--- config.mk ---
export PLATFORM = sky130hd
export DESIGN_NAME = cla_seq_subtractor
export DESIGN_NICKNAME = d
export VERILOG_FILES = /design/src/rtl/cla_seq_subtractor.sv
export SDC_FILE = /design/constraint.sdc
export NUM_CORES = 1
export LEC_CHECK = 0
export BUFFER_PORTS_ARGS = -buffer_cell sky130_fd_sc_hd__buf_4
export CORE_MARGIN = 1
export CORE_UTILIZATION = 49
export CTS_CLUSTER_SIZE = 20
export DETAILED_ROUTE_END_ITERATION = 10
export PLACE_DENSITY = 0.85
export SYNTH_ARGS = -nofsm -noshare
export SYNTH_HDL_FRONTEND = slang
export SYNTH_SLANG_ARGS = --single-unit
--- constraint.sdc ---
create_clock -name clk -period 2.8 [get_ports clk]
set_input_delay 0.14 -clock clk [delete_from_list [all_inputs] [get_ports clk]]
set_output_delay 0.14 -clock clk [all_outputs]
set_load 0.02 [all_outputs]
--- src/rtl/cla_seq_subtractor.sv ---
// cla_seq_subtractor
//   Multi-cycle W-bit subtractor computing d = a - b - bin (modulo 2^W).
//   One G-bit slice is processed per clock, least significant slice first.
//   Each slice is evaluated as a + ~b + carry with carry-lookahead logic.
//   The slice carry-out is registered and feeds the next slice.
//   Only one operation is in flight at a time.
//
// Ports
//   clk        rising-edge clock
//   rst_n      asynchronous active-low reset
//   in_valid   operands presented
//   in_ready   block can accept operands (high only in IDLE)
//   a, b, bin  minuend, subtrahend, borrow in
//   out_valid  result available (high only in DONE)
//   out_ready  consumer accepts result
//   d          difference, modulo 2^W
//   bout       borrow out (unsigned a < b + bin)
//   ovf        signed overflow
//   zero       d == 0
module cla_seq_subtractor #(
  parameter int W = 16,
  parameter int G = 4
) (
  input  logic         clk,
  input  logic         rst_n,
  input  logic         in_valid,
  output logic         in_ready,
  input  logic [W-1:0] a,
  input  logic [W-1:0] b,
  input  logic         bin,
  output logic         out_valid,
  input  logic         out_ready,
  output logic [W-1:0] d,
  output logic         bout,
  output logic         ovf,
  output logic         zero
);

  localparam int NS = W / G;
  localparam int KW = (NS > 1) ? $clog2(NS) : 1;

  // Elaboration-time guard: a partial top slice is not supported.
  generate
    if ((W % G) != 0 || W < G) begin : g_bad_params
      $error("cla_seq_subtractor: W must be a non-zero multiple of G");
    end
  endgenerate

  typedef enum logic [1:0] {IDLE, RUN, DONE} state_t;

  state_t        state_reg, state_next;
  logic [W-1:0]  a_reg, b_reg, d_reg;
  logic [W-1:0]  d_next;
  logic [KW-1:0] k_reg;
  logic          carry_reg;
  logic          bout_reg, ovf_reg, zero_reg;

  logic          accept;
  logic          last_slice;
  logic [G-1:0]  a_slice, b_slice;
  logic [G-1:0]  p, g, s;
  logic [G:0]    c;

  assign in_ready   = (state_reg == IDLE);
  assign out_valid  = (state_reg == DONE);
  assign accept     = in_valid && in_ready;
  assign last_slice = (k_reg == KW'(NS - 1));

  assign a_slice = a_reg[k_reg*G +: G];
  assign b_slice = b_reg[k_reg*G +: G];
  assign c[0]    = carry_reg;

  // Per-bit propagate/generate for a + ~b, and a flattened lookahead carry
  // for every bit position: c[i+1] = g[i] | p[i]g[i-1] | ... | p[i..0]c[0].
  // No carry term depends on a lower-order carry, so the slice has no ripple.
  generate
    for (genvar gi = 0; gi < G; gi++) begin : g_cla
      logic cout_bit;

      assign p[gi] = a_slice[gi] ^ ~b_slice[gi];
      assign g[gi] = a_slice[gi] & ~b_slice[gi];

      always_comb begin
        logic acc;
        logic term;
        acc = carry_reg;
        for (int j = 0; j <= gi; j++) begin
          acc = acc & p[j];
        end
        for (int j = 0; j <= gi; j++) begin
          term = g[j];
          for (int m = j + 1; m <= gi; m++) begin
            term = term & p[m];
          end
          acc = acc | term;
        end
        cout_bit = acc;
      end

      assign c[gi+1] = cout_bit;
      assign s[gi]   = p[gi] ^ c[gi];
    end
  endgenerate

  // Difference with the current slice merged in; on the last slice this is
  // the final result, which is what the flags must be derived from.
  always_comb begin
    d_next = d_reg;
    d_next[k_reg*G +: G] = s;
  end

  always_comb begin
    state_next = state_reg;
    case (state_reg)
      IDLE:    if (accept) state_next = RUN;
      RUN:     if (last_slice) state_next = DONE;
      DONE:    if (out_ready) state_next = IDLE;
      default: state_next = IDLE;
    endcase
  end

  always_ff @(posedge clk or negedge rst_n) begin
    if (!rst_n) begin
      state_reg <= IDLE;
    end else begin
      state_reg <= state_next;
    end
  end

  always_ff @(posedge clk or negedge rst_n) begin
    if (!rst_n) begin
      a_reg     <= '0;
      b_reg     <= '0;
      d_reg     <= '0;
      k_reg     <= '0;
      carry_reg <= 1'b0;
      bout_reg  <= 1'b0;
      ovf_reg   <= 1'b0;
      zero_reg  <= 1'b0;
    end else begin
      case (state_reg)
        IDLE: begin
          if (accept) begin
            a_reg     <= a;
            b_reg     <= b;
            // Subtraction as a + ~b + 1 - bin: the initial carry is ~bin.
            carry_reg <= ~bin;
            k_reg     <= '0;
            d_reg     <= '0;
          end
        end
        RUN: begin
          d_reg     <= d_next;
          carry_reg <= c[G];
          k_reg     <= k_reg + KW'(1);
          if (last_slice) begin
            bout_reg <= ~c[G];
            ovf_reg  <= (a_reg[W-1] != b_reg[W-1]) && (d_next[W-1] != a_reg[W-1]);
            zero_reg <= (d_next == '0);
          end
        end
        default: begin
          // DONE: result and flags held until the consumer takes them.
        end
      endcase
    end
  end

  assign d    = d_reg;
  assign bout = bout_reg;
  assign ovf  = ovf_reg;
  assign zero = zero_reg;

endmodule
Yosys cells after proc, flatten, opt, wreduce, memory -nomap -nowiden
Index checks and enable logic that the tools add are counted.
{"block": "word_totals", "out_inout_bits": 21, "rom_bits": 0, "wordCells": 81, "reg_bits": 56, "latchBits": 0, "in_bits": 37, "ram_bits": 0, "memories": 0}
{"block": "classes", "add_sub_neg": 2, "reduce_logical": 9, "div_mod_pow": 0, "shift": 4, "mul": 0, "bitwise": 38, "n_mux": 11, "n_lt_le_gt_ge": 0, "eq_ne": 8}
{"operator": "negation 4 -> 34 bit", "n": 1}
{"operator": "variable shift 4 x 34 -> 16 bit, first input constant", "n": 1}
{"operator": "variable part select 4 x 34 -> 16 bit", "n": 1}
{"operator": "one-hot mux 16 bit (2 select lines)", "n": 1}
{"operator": "variable part select 16 x 5 -> 4 bit", "n": 2}
{"operator": "bitwise mux 16 bit", "n": 1}
{"operator": "zero test 16 bit", "n": 1}
{"operator": "2-to-1 mux 16 bit", "n": 1}
{"operator": "bitwise AND 1 bit", "n": 14}
{"operator": "OR 1 bit", "n": 10}
{"operator": "2-to-1 mux 2 bit", "n": 4}
{"operator": "XOR 1 bit", "n": 8}
{"operator": "inverter 1 bit", "n": 6}
{"operator": "one-hot mux 2 bit (3 select lines)", "n": 1}
{"operator": "AND reduction 2 bit", "n": 3}
{"operator": "equality test 2 bit, second input constant", "n": 2}
{"operator": "!= test 2 x 1 -> 1 bit, second input constant", "n": 2}
{"operator": "one-hot mux 2 bit (2 select lines)", "n": 1}
{"operator": "AND reduction 3 bit", "n": 1}
{"operator": "adder 2 x 1 -> 2 bit, second input constant", "n": 1}
{"operator": "equality test 2 x 1 -> 1 bit, second input constant", "n": 1}
{"operator": "logical AND 1 bit", "n": 2}
{"operator": "zero test 2 bit", "n": 1}
{"operator": "!= test 1 bit", "n": 2}
{"operator": "4 further kinds", "n": 4}

Longest topological paths before layout
Gate-level depths: netlist of the first run.
{"block": "depth", "ltp_word": 14, "ltp_mapped": 10, "mapped_depth_nobuf": 9}

Worst setup path after synthesis of the first run
No wires, ideal clock.
{"block": "synth_timing", "path_type": "flip-flop to flip-flop", "startpoint": "register k_reg[0]", "endpoint": "register d_reg[11] (netlist: d[11])", "setup_time_ns": 0.121, "required_time_ns": 2.679, "t_arrival_ns": 2.823, "n_path_buf": 1, "synth_period_minus_slack_ns": 2.944, "path_stages_with_launch": 9, "path_slack_ns": -0.144, "path_cell_list": "dfrtp_1 > buf_2 > mux4_2 > ha_1 > ha_1 > o211a_1 > or3_1 > and3_1 > a22o_1"}
{"block": "synth_between", "elab_chain_cells": 13, "elab_cells_between_ends": 34, "cone_classes": "1 x add/sub; 4 x shift; 2 x mux; 27 x bitwise"}
{"item": "from (decl)", "line": "54", "source": "logic [KW-1:0] k_reg;"}
{"item": "from (signal assigned)", "line": "155", "source": "k_reg <= k_reg + KW'(1);"}
{"item": "variable part select 16 x 5 -> 4 bit", "line": "70", "source": "assign b_slice = b_reg[k_reg*G +: G];"}
{"item": "inverter 1 bit", "line": "80, 81"}
{"item": "XOR 1 bit", "line": "80", "source": "assign p[gi] = a_slice[gi] ^ ~b_slice[gi];"}
{"item": "bitwise AND 1 bit (3 in a row)", "line": "88", "source": "acc = acc & p[j];"}
{"item": "OR 1 bit (3 in a row)", "line": "95", "source": "acc = acc | term;"}
{"item": "XOR 1 bit", "line": "101", "source": "assign s[gi] = p[gi] ^ c[gi];"}
{"item": "variable part select 4 x 34 -> 16 bit", "line": "109", "source": "d_next[k_reg*G +: G] = s;"}
{"item": "bitwise mux 16 bit (*)", "line": "109"}
{"item": "one-hot mux 16 bit (2 select lines) (*)", "line": "141", "source": "case (state_reg)"}
{"item": "to (signal assigned)", "line": "153", "source": "d_reg <= d_next;"}
{"item": "to (decl)", "line": "52", "source": "logic [W-1:0] a_reg, b_reg, d_reg;"}
Every way passes the cells marked *; elsewhere a longest branch is shown, timed or not.
A chain may end at the register's enable or synchronous reset.

Worst setup path after layout of the first run
Same ends and word-level chain as after synthesis.

==> results of run 1 <==
-- path summary, 6_finish.rpt --
| check | start | end | slack, ns | depth (start not counted) |
|---|---|---|---|---|
| max | k_reg[0] | d[11] | 0.07 | 7 |
| min | a[13] | a_reg[13] | 0.02 | 3 |
| max reg2reg | k_reg[0] | d[11] | 0.07 | 7 |
| min reg2reg | a_reg[11] | a_reg[11] | 0.49 | 2 |
| max in group asynchronous | rst_n | k_reg[0] | 1.90 | 2 |
| min in group asynchronous | rst_n | state_reg[1] | 0.41 | 2 |
-- cells by family (layout without fill, tap and decap cells) --
family / count (synthesis) / in the layout / share of synthesized area [%]
and+or+nand+nor: 138 / 138 / 21.7
muxes: 11 / 11 / 7.55
AOI/OAI and AO/OA: 42 / 42 / 10.3
buffers and inverters: 23 / 87 / 3.57
adders and majority gates: 12 / 12 / 5.63
DFF: 56 / 56 / 50.0
xor gates and xnor gates: 4 / 4 / 1.25
-- through the flow --
stage / power [W] / cell area (um2) / setup TNS (ns) / utilization (%)
2_1_floorplan: 0.00345 / 2810 / 0 / -
3_3_place_gp: 0.00413 / 3320 / 0 / 60.3
3_5_place_dp: 0.00427 / 3320 / 0 / 60.3
4_1_cts: 0.00472 / 3410 / 0 / 62.0
5_1_grt: 0.00523 / 3460 / -0.00289 / 62.8
6_report: 0.00489 / 3460 / 0 / 62.8
-- routing by layer --
metal / GRT usage (%) / up-vias / wire length [um]
li1: - / 1094 / -
met1: 29.7 / 1141 / 2670
met2: 39.2 / 97 / 3370
met3: 5.18 / 18 / 393
met4: 9.81 / 0 / 143
met5: 0 / - / 0
-- power by group --
group | switching (W) | leakage (nW) | internal, W
logic | 0.00169 | 0.997 | 0.00130
registers | 0.000292 | 0.715 | 0.00118
clock network | 0.000247 | 0.0422 | 0.000176
total | 0.00223 | 1.75 | 0.00266
-- cells in the final DEF, fill, tap and decap left out, drive strengths merged, types with 2 or more instances in the layout --
| cell | Yosys | layout |
|---|---|---|
| o21ai | 10 | 10 |
| clkbuf | 6 | 7 |
| nor4b | 3 | 3 |
| a22o | 11 | 11 |
| nor2 | 10 | 10 |
| a32o | 2 | 2 |
| mux2i | 2 | 2 |
| a31oi | 3 | 3 |
| nand3b | 2 | 2 |
| nor3 | 5 | 5 |
| inv | 11 | 11 |
| nand3 | 3 | 3 |
| dfrtp | 56 | 56 |
| buf | 6 | 67 |
| mux4 | 8 | 8 |
| xor2 | 2 | 2 |
| nand2 | 102 | 102 |
| and2 | 2 | 2 |
| nand2b | 3 | 3 |
| a21oi | 8 | 8 |
| or3 | 2 | 2 |
| ha | 11 | 11 |
| xnor2 | 2 | 2 |
| nor2b | 3 | 3 |
-- area by class of cell --
cell class | count | area (um2)
flip-flops and latches | 56 | 1400
well taps | 72 | 90.1
multi-input cells | 207 | 1330
fillers | 486 | 2050
repair buffers | 68 | 513
clock buffers | 7 | 76.3
clock inverters | 1 | 5.00
inverters | 11 | 41.3
-- what timing repair did --
| action | CTS | global route |
|---|---|---|
| hold endpoints to repair | 56 | 0 |
| hold buffers | 1 | 0 |
| setup buffers | 0 | 2 |
| resized for setup | 0 | 8 |
| endpoints found under the setup margin | 0 | 5 |
-- critical path, cell delays in order (launching register included) --
cell	delay, ns
dfrtp_2	0.42
mux4_2	0.54
ha_1	0.33
ha_2	0.20
o211a_1	0.25
or3_4	0.40
and3_2	0.26
a22o_1	0.23
==> out/metrics.yaml, run 1 <==
final_layout:
  num-nets-final: 398
  syn2layout_area_growth_pct: 23.4
  drive_gt1_share_pct: 26.6
  final_cells: 422
  diodes: 0
timing:
  worst_slack_ns: 0.0684
  layout_min_cycle_time_ns: 2.73
  drv_slew: 0
  fin_skew_ns: 0.00593
  fin_crit_sh_pct: 97.6
  setup_viol: 0
  worst-slew-pin-transition_ns: 0.686
  final_hold_viol_count: 0
  max-slew-margin-rel_pct: 54.3
  fmaxAchievable_ghz: 0.366
  whs_ns: 0.0204
yosys:
  synth_top_area_cell: "dfrtp_1"
  async_reset_ff_share_pct: 100
  yosys_warnings: 0
  synth_cells: 286
  synth.distinct_cells: 42
  avgSynthCellArea_um2: 9.80
  syn_area_mm2: 0.00280
  ys_seq_elements: 56
  netlist_top_cells_area: "dfrtp_1 (50%), nand2_1 (14%), mux4_2 (6.4%), ha_1 (4.9%), a22o_1 (3.4%)"
  synth_edf_count: 0
  synth_top_area_share_pct: 50.0
  synth_common_cells: "nand2_1 (102), dfrtp_1 (56), a22o_1 (11), ha_1 (11)"
  yosysMostFrequentCell: "nand2_1"
  synth_ff_type: "dfrtp_1"
  yosysSeqAreaShare_pct: 50.0
  synth_fp_nets: 335
global_routing:
  grt_max_degree: 57
  grt_pass1_wl_um: 11000
  grt_pass1_vias: 2338
  grt-ovfl-total: 0
  antenna_found_initial: 0
  track_usage_pct: 23.6
clocking:
  clock_latency_ns: 0.30
  htreeDepth: 2
  cts_tree: "built"
  cts_root_buf: "clkbuf_8"
  cts_buffers: 5
  clkSinkCount: 56
  clockBufferDepth: 2
  clk_pin_slew_worst_paths_ns: 0.09
floorplan:
  die_h_um: 77.6
  start_util_pct: 50.9
  dieArea_mm2: 0.00602
  rows: 27
  pin_count: 58
  dieWidth_um: 77.6
  core_mm2: 0.00551
worst_setup_path:
  startpoint_type: "flip-flop"
  crit_type: "flip-flop to flip-flop"
  worstPathArrival_ns: 2.93
  endpoint_kind: "flip-flop"
  cp.required_ns: 3.00
  path_max_fanout: 4
detailed_routing:
  drtPass1Iterations: 4
  drt_iter0_drc: 188
  drc: 0
  num_vias: 2350
  vias_per_cell: 5.57
  antenna_left: 0
  routed_wl_um: 6580
  wl_per_cell_um: 15.6
placed_design:
  numPortBuffers: 57
  dp_cells: 411
  hpwl_um: 4800
  place_congestion: 0.925
  dpl_worst_slack_ns: 0.0639
hold_path:
  min_path_type: "input port to flip-flop"
power_and_ir_drop:
  ir_drop_mv: 0.643
  p_leak_nw: 1.75
  power.density_mw_per_mm2: 1420
run_status:
  run_status: "finished clean"
flow_run:
  cap_viol_max_count: 0
(Power assumes the default switching activity.)
==> inputs of run 2 (changes only) <==
- GPL_ROUTABILITY_DRIVEN: not set -> 0
- HOLD_SLACK_MARGIN: not set -> 0.08
==> run 2 against run 1 <==
Compared with the run above: first-iteration DRC count up 6.4%; non-clock buffer count increased by 34; maximum frequency fell by 0.84%; core utilization rose by 6.4 points; sequential power about the same; flip-flop and latch count is the same; clock power is essentially flat; die area stayed put; final area increased by 10%; critical path depth unchanged; critical path type unchanged.
==> out/metrics.yaml, run 2 (synthesized netlist as in run 1, its figures left out) <==
detailed_routing:
  vias_per_cell: 5.58  # +0.22%
  met3_length_um: 436  # +11%
  drc: 0  # unchanged
  routed_wl_um: 7180  # +9.2%
  num_vias: 2545  # +8.3%
  antenna_left: 0  # unchanged
  wl_per_cell_um: 15.7  # +1.0%
  drt-met1-wl_um: 2820  # +5.7%
  drtPass1Iterations: 4  # unchanged
  drt_iter0_drc: 200  # +6.4%
  met2WireLength_um: 3750  # +11%
  routed.top_layer: "met4"
worst_setup_path:
  endpoint_kind: "flip-flop"
  worstPathArrival_ns: 2.95  # +0.02 ns
  cp.required_ns: 3.00  # about the same
  rrSetupSlack_ns: 0.05  # -0.02 ns
  crit_type: "flip-flop to flip-flop"
  path_max_fanout: 4  # unchanged
  startpoint_type: "flip-flop"
run_status:
  run_status: "finished clean"
timing:
  max-slew-margin-rel_pct: 54.1  # -0.21 points
  worst-slew-pin-transition_ns: 0.689  # +0.00314 ns
  fin_crit_sh_pct: 98.4  # +0.82 points
  fin_skew_ns: 0.00738  # +0.00145 ns
  whs_ns: 0.0936  # +0.0732 ns
  setup_viol: 0  # unchanged
  layout_min_cycle_time_ns: 2.75  # +0.0230 ns
  drv_slew: 0  # unchanged
  final_hold_viol_count: 0  # unchanged
  fmaxAchievable_ghz: 0.363  # -0.84%
  fin_setup_tns_ns: 0  # unchanged
floorplan:
  die_h_um: 77.6  # unchanged
  rows: 27  # unchanged
  core_mm2: 0.00551  # unchanged
  start_util_pct: 50.9  # unchanged
  dieArea_mm2: 0.00602  # unchanged
  dieWidth_um: 77.6  # unchanged
  pin_count: 58  # unchanged
global_routing:
  grt_pass1_wl_um: 12000  # +8.7%
  track_usage_pct: 25.8  # +2.3 points
  grt-ovfl-total: 0  # unchanged
  grt_pass1_vias: 2562  # +9.6%
  grt_max_degree: 57  # unchanged
  antenna_found_initial: 0  # unchanged
power_and_ir_drop:
  swShare_pct: 45.5  # -0.15 points
  p_leak_nw: 1.89  # +7.8%
  p_comb_share_pct: 62.0  # +0.8 points
  clkPwrFrac_pct: 8.4  # -0.2 points
  ir_drop_mv: 0.645  # +0.34%
  netSwitchingPower_w: 0.00227  # +1.7%
  p_seq_share_pct: 29.6  # -0.5 points
  p_int_w: 0.00272  # +2.3%
  power.density_mw_per_mm2: 1310  # -7.4%
clocking:
  cts_root_buf: "clkbuf_8"
  cts_tree: "built"
  clock_latency_ns: 0.30  # about the same
  clockBufferDepth: 2  # unchanged
  clk_pin_slew_worst_paths_ns: 0.09  # about the same
  clkSinkCount: 56  # unchanged
  cts_buffers: 5  # unchanged
  htreeDepth: 2  # unchanged
final_layout:
  final-seq-area_mm2: 0.00140  # unchanged
  layout_common_cells: "nand2_1 (102), buf_4 (66), dfrtp_1 (55)"
  final_common_cell: "nand2_1"
  diodes: 0  # unchanged
  num-nets-final: 432  # +8.5%
  drive_gt1_share_pct: 24.5  # -2.1 points
  syn2layout_area_growth_pct: 36.0
  fill_cells: 433  # -11%
  multiInputGateArea_mm2: 0.00134  # +0.56%
  final_cells: 456  # +8.1%
flow_run:
  cap_viol_max_count: 0  # unchanged
placed_design:
  numPortBuffers: 57  # unchanged
  dp_cells: 411  # unchanged
  hpwl_um: 4800  # unchanged
hold_path:
  min_path_type: "input port to flip-flop"
==> run 2: changes by cell type in the layout (fill, tap and decap cells not counted) <==
cell / change
dlygate4sd3_1: +34
buf_4: -1
buf_6: +1
o211a_1: -1
o211a_4: +1
==> run 2: final cells by class <==
class	instances	area share (%)
flip-flops and latches	56	36.8
multi-input cells	207	35.1
repair buffers	102	22.5
well taps	72	2.36
clock buffers	7	2.00
inverters	11	1.08
clock inverters	1	0.131
==> run 2: power by group through the flow <==
stage | clock, W | combinational [W] | sequential [W]
floorplan | 0 | 0.00192 | 0.00152
global route | 0.000467 | 0.00334 | 0.00152
CTS | 0.000431 | 0.00286 | 0.00147
detailed placement | 0 | 0.00278 | 0.00149
global placement | 0 | 0.00267 | 0.00146
finish | 0.000421 | 0.00309 | 0.00148
==> run 2: path summary, 6_finish.rpt <==
path,startpoint,end,cells after the start
min reg2reg,a_reg[11],a_reg[11],2
max reg2reg,k_reg[0],d[11],7
min,in_valid,state_reg[0],3
max,k_reg[0],d[11],7
max in group asynchronous,rst_n,k_reg[0],2
min in group asynchronous,rst_n,state_reg[1],2
==> run 2: critical path, cell delays in order (launching register included) <==
cell,delay (ns)
dfrtp_2,0.43
mux4_2,0.55
ha_1,0.33
ha_2,0.21
o211a_4,0.24
or3_4,0.39
and3_2,0.26
a22o_1,0.24
==> run 2: routing by layer <==
metal / vias up / GRT usage (%)
met4: 0 / 10.6
met1: 1236 / 30.8
met5: - / 0
li1: 1166 / -
met3: 21 / 4.94
met2: 122 / 45.6
==> run 2: per-stage QoR <==
step / worst slack (ns) / utilization, % / total power, W / area [um2]
after CTS: 0.0174 / 68.0 / 0.00476 / 3740
after global routing: -0.00426 / 69.2 / 0.00533 / 3810
after global placement: 0.172 / 60.3 / 0.00413 / 3320
final: 0.0454 / 69.2 / 0.00499 / 3810
after detailed placement: 0.0639 / 60.3 / 0.00427 / 3320
after floorplan: 0.0382 / - / 0.00345 / 2810
==> run 2: repair_timing <==
item,4_1_cts,5_1_grt
gates resized for setup,0,10
buffers inserted,0,2
endpoints found under the hold margin,89,1
hold buffers,34,1
endpoints found under the setup margin,0,5
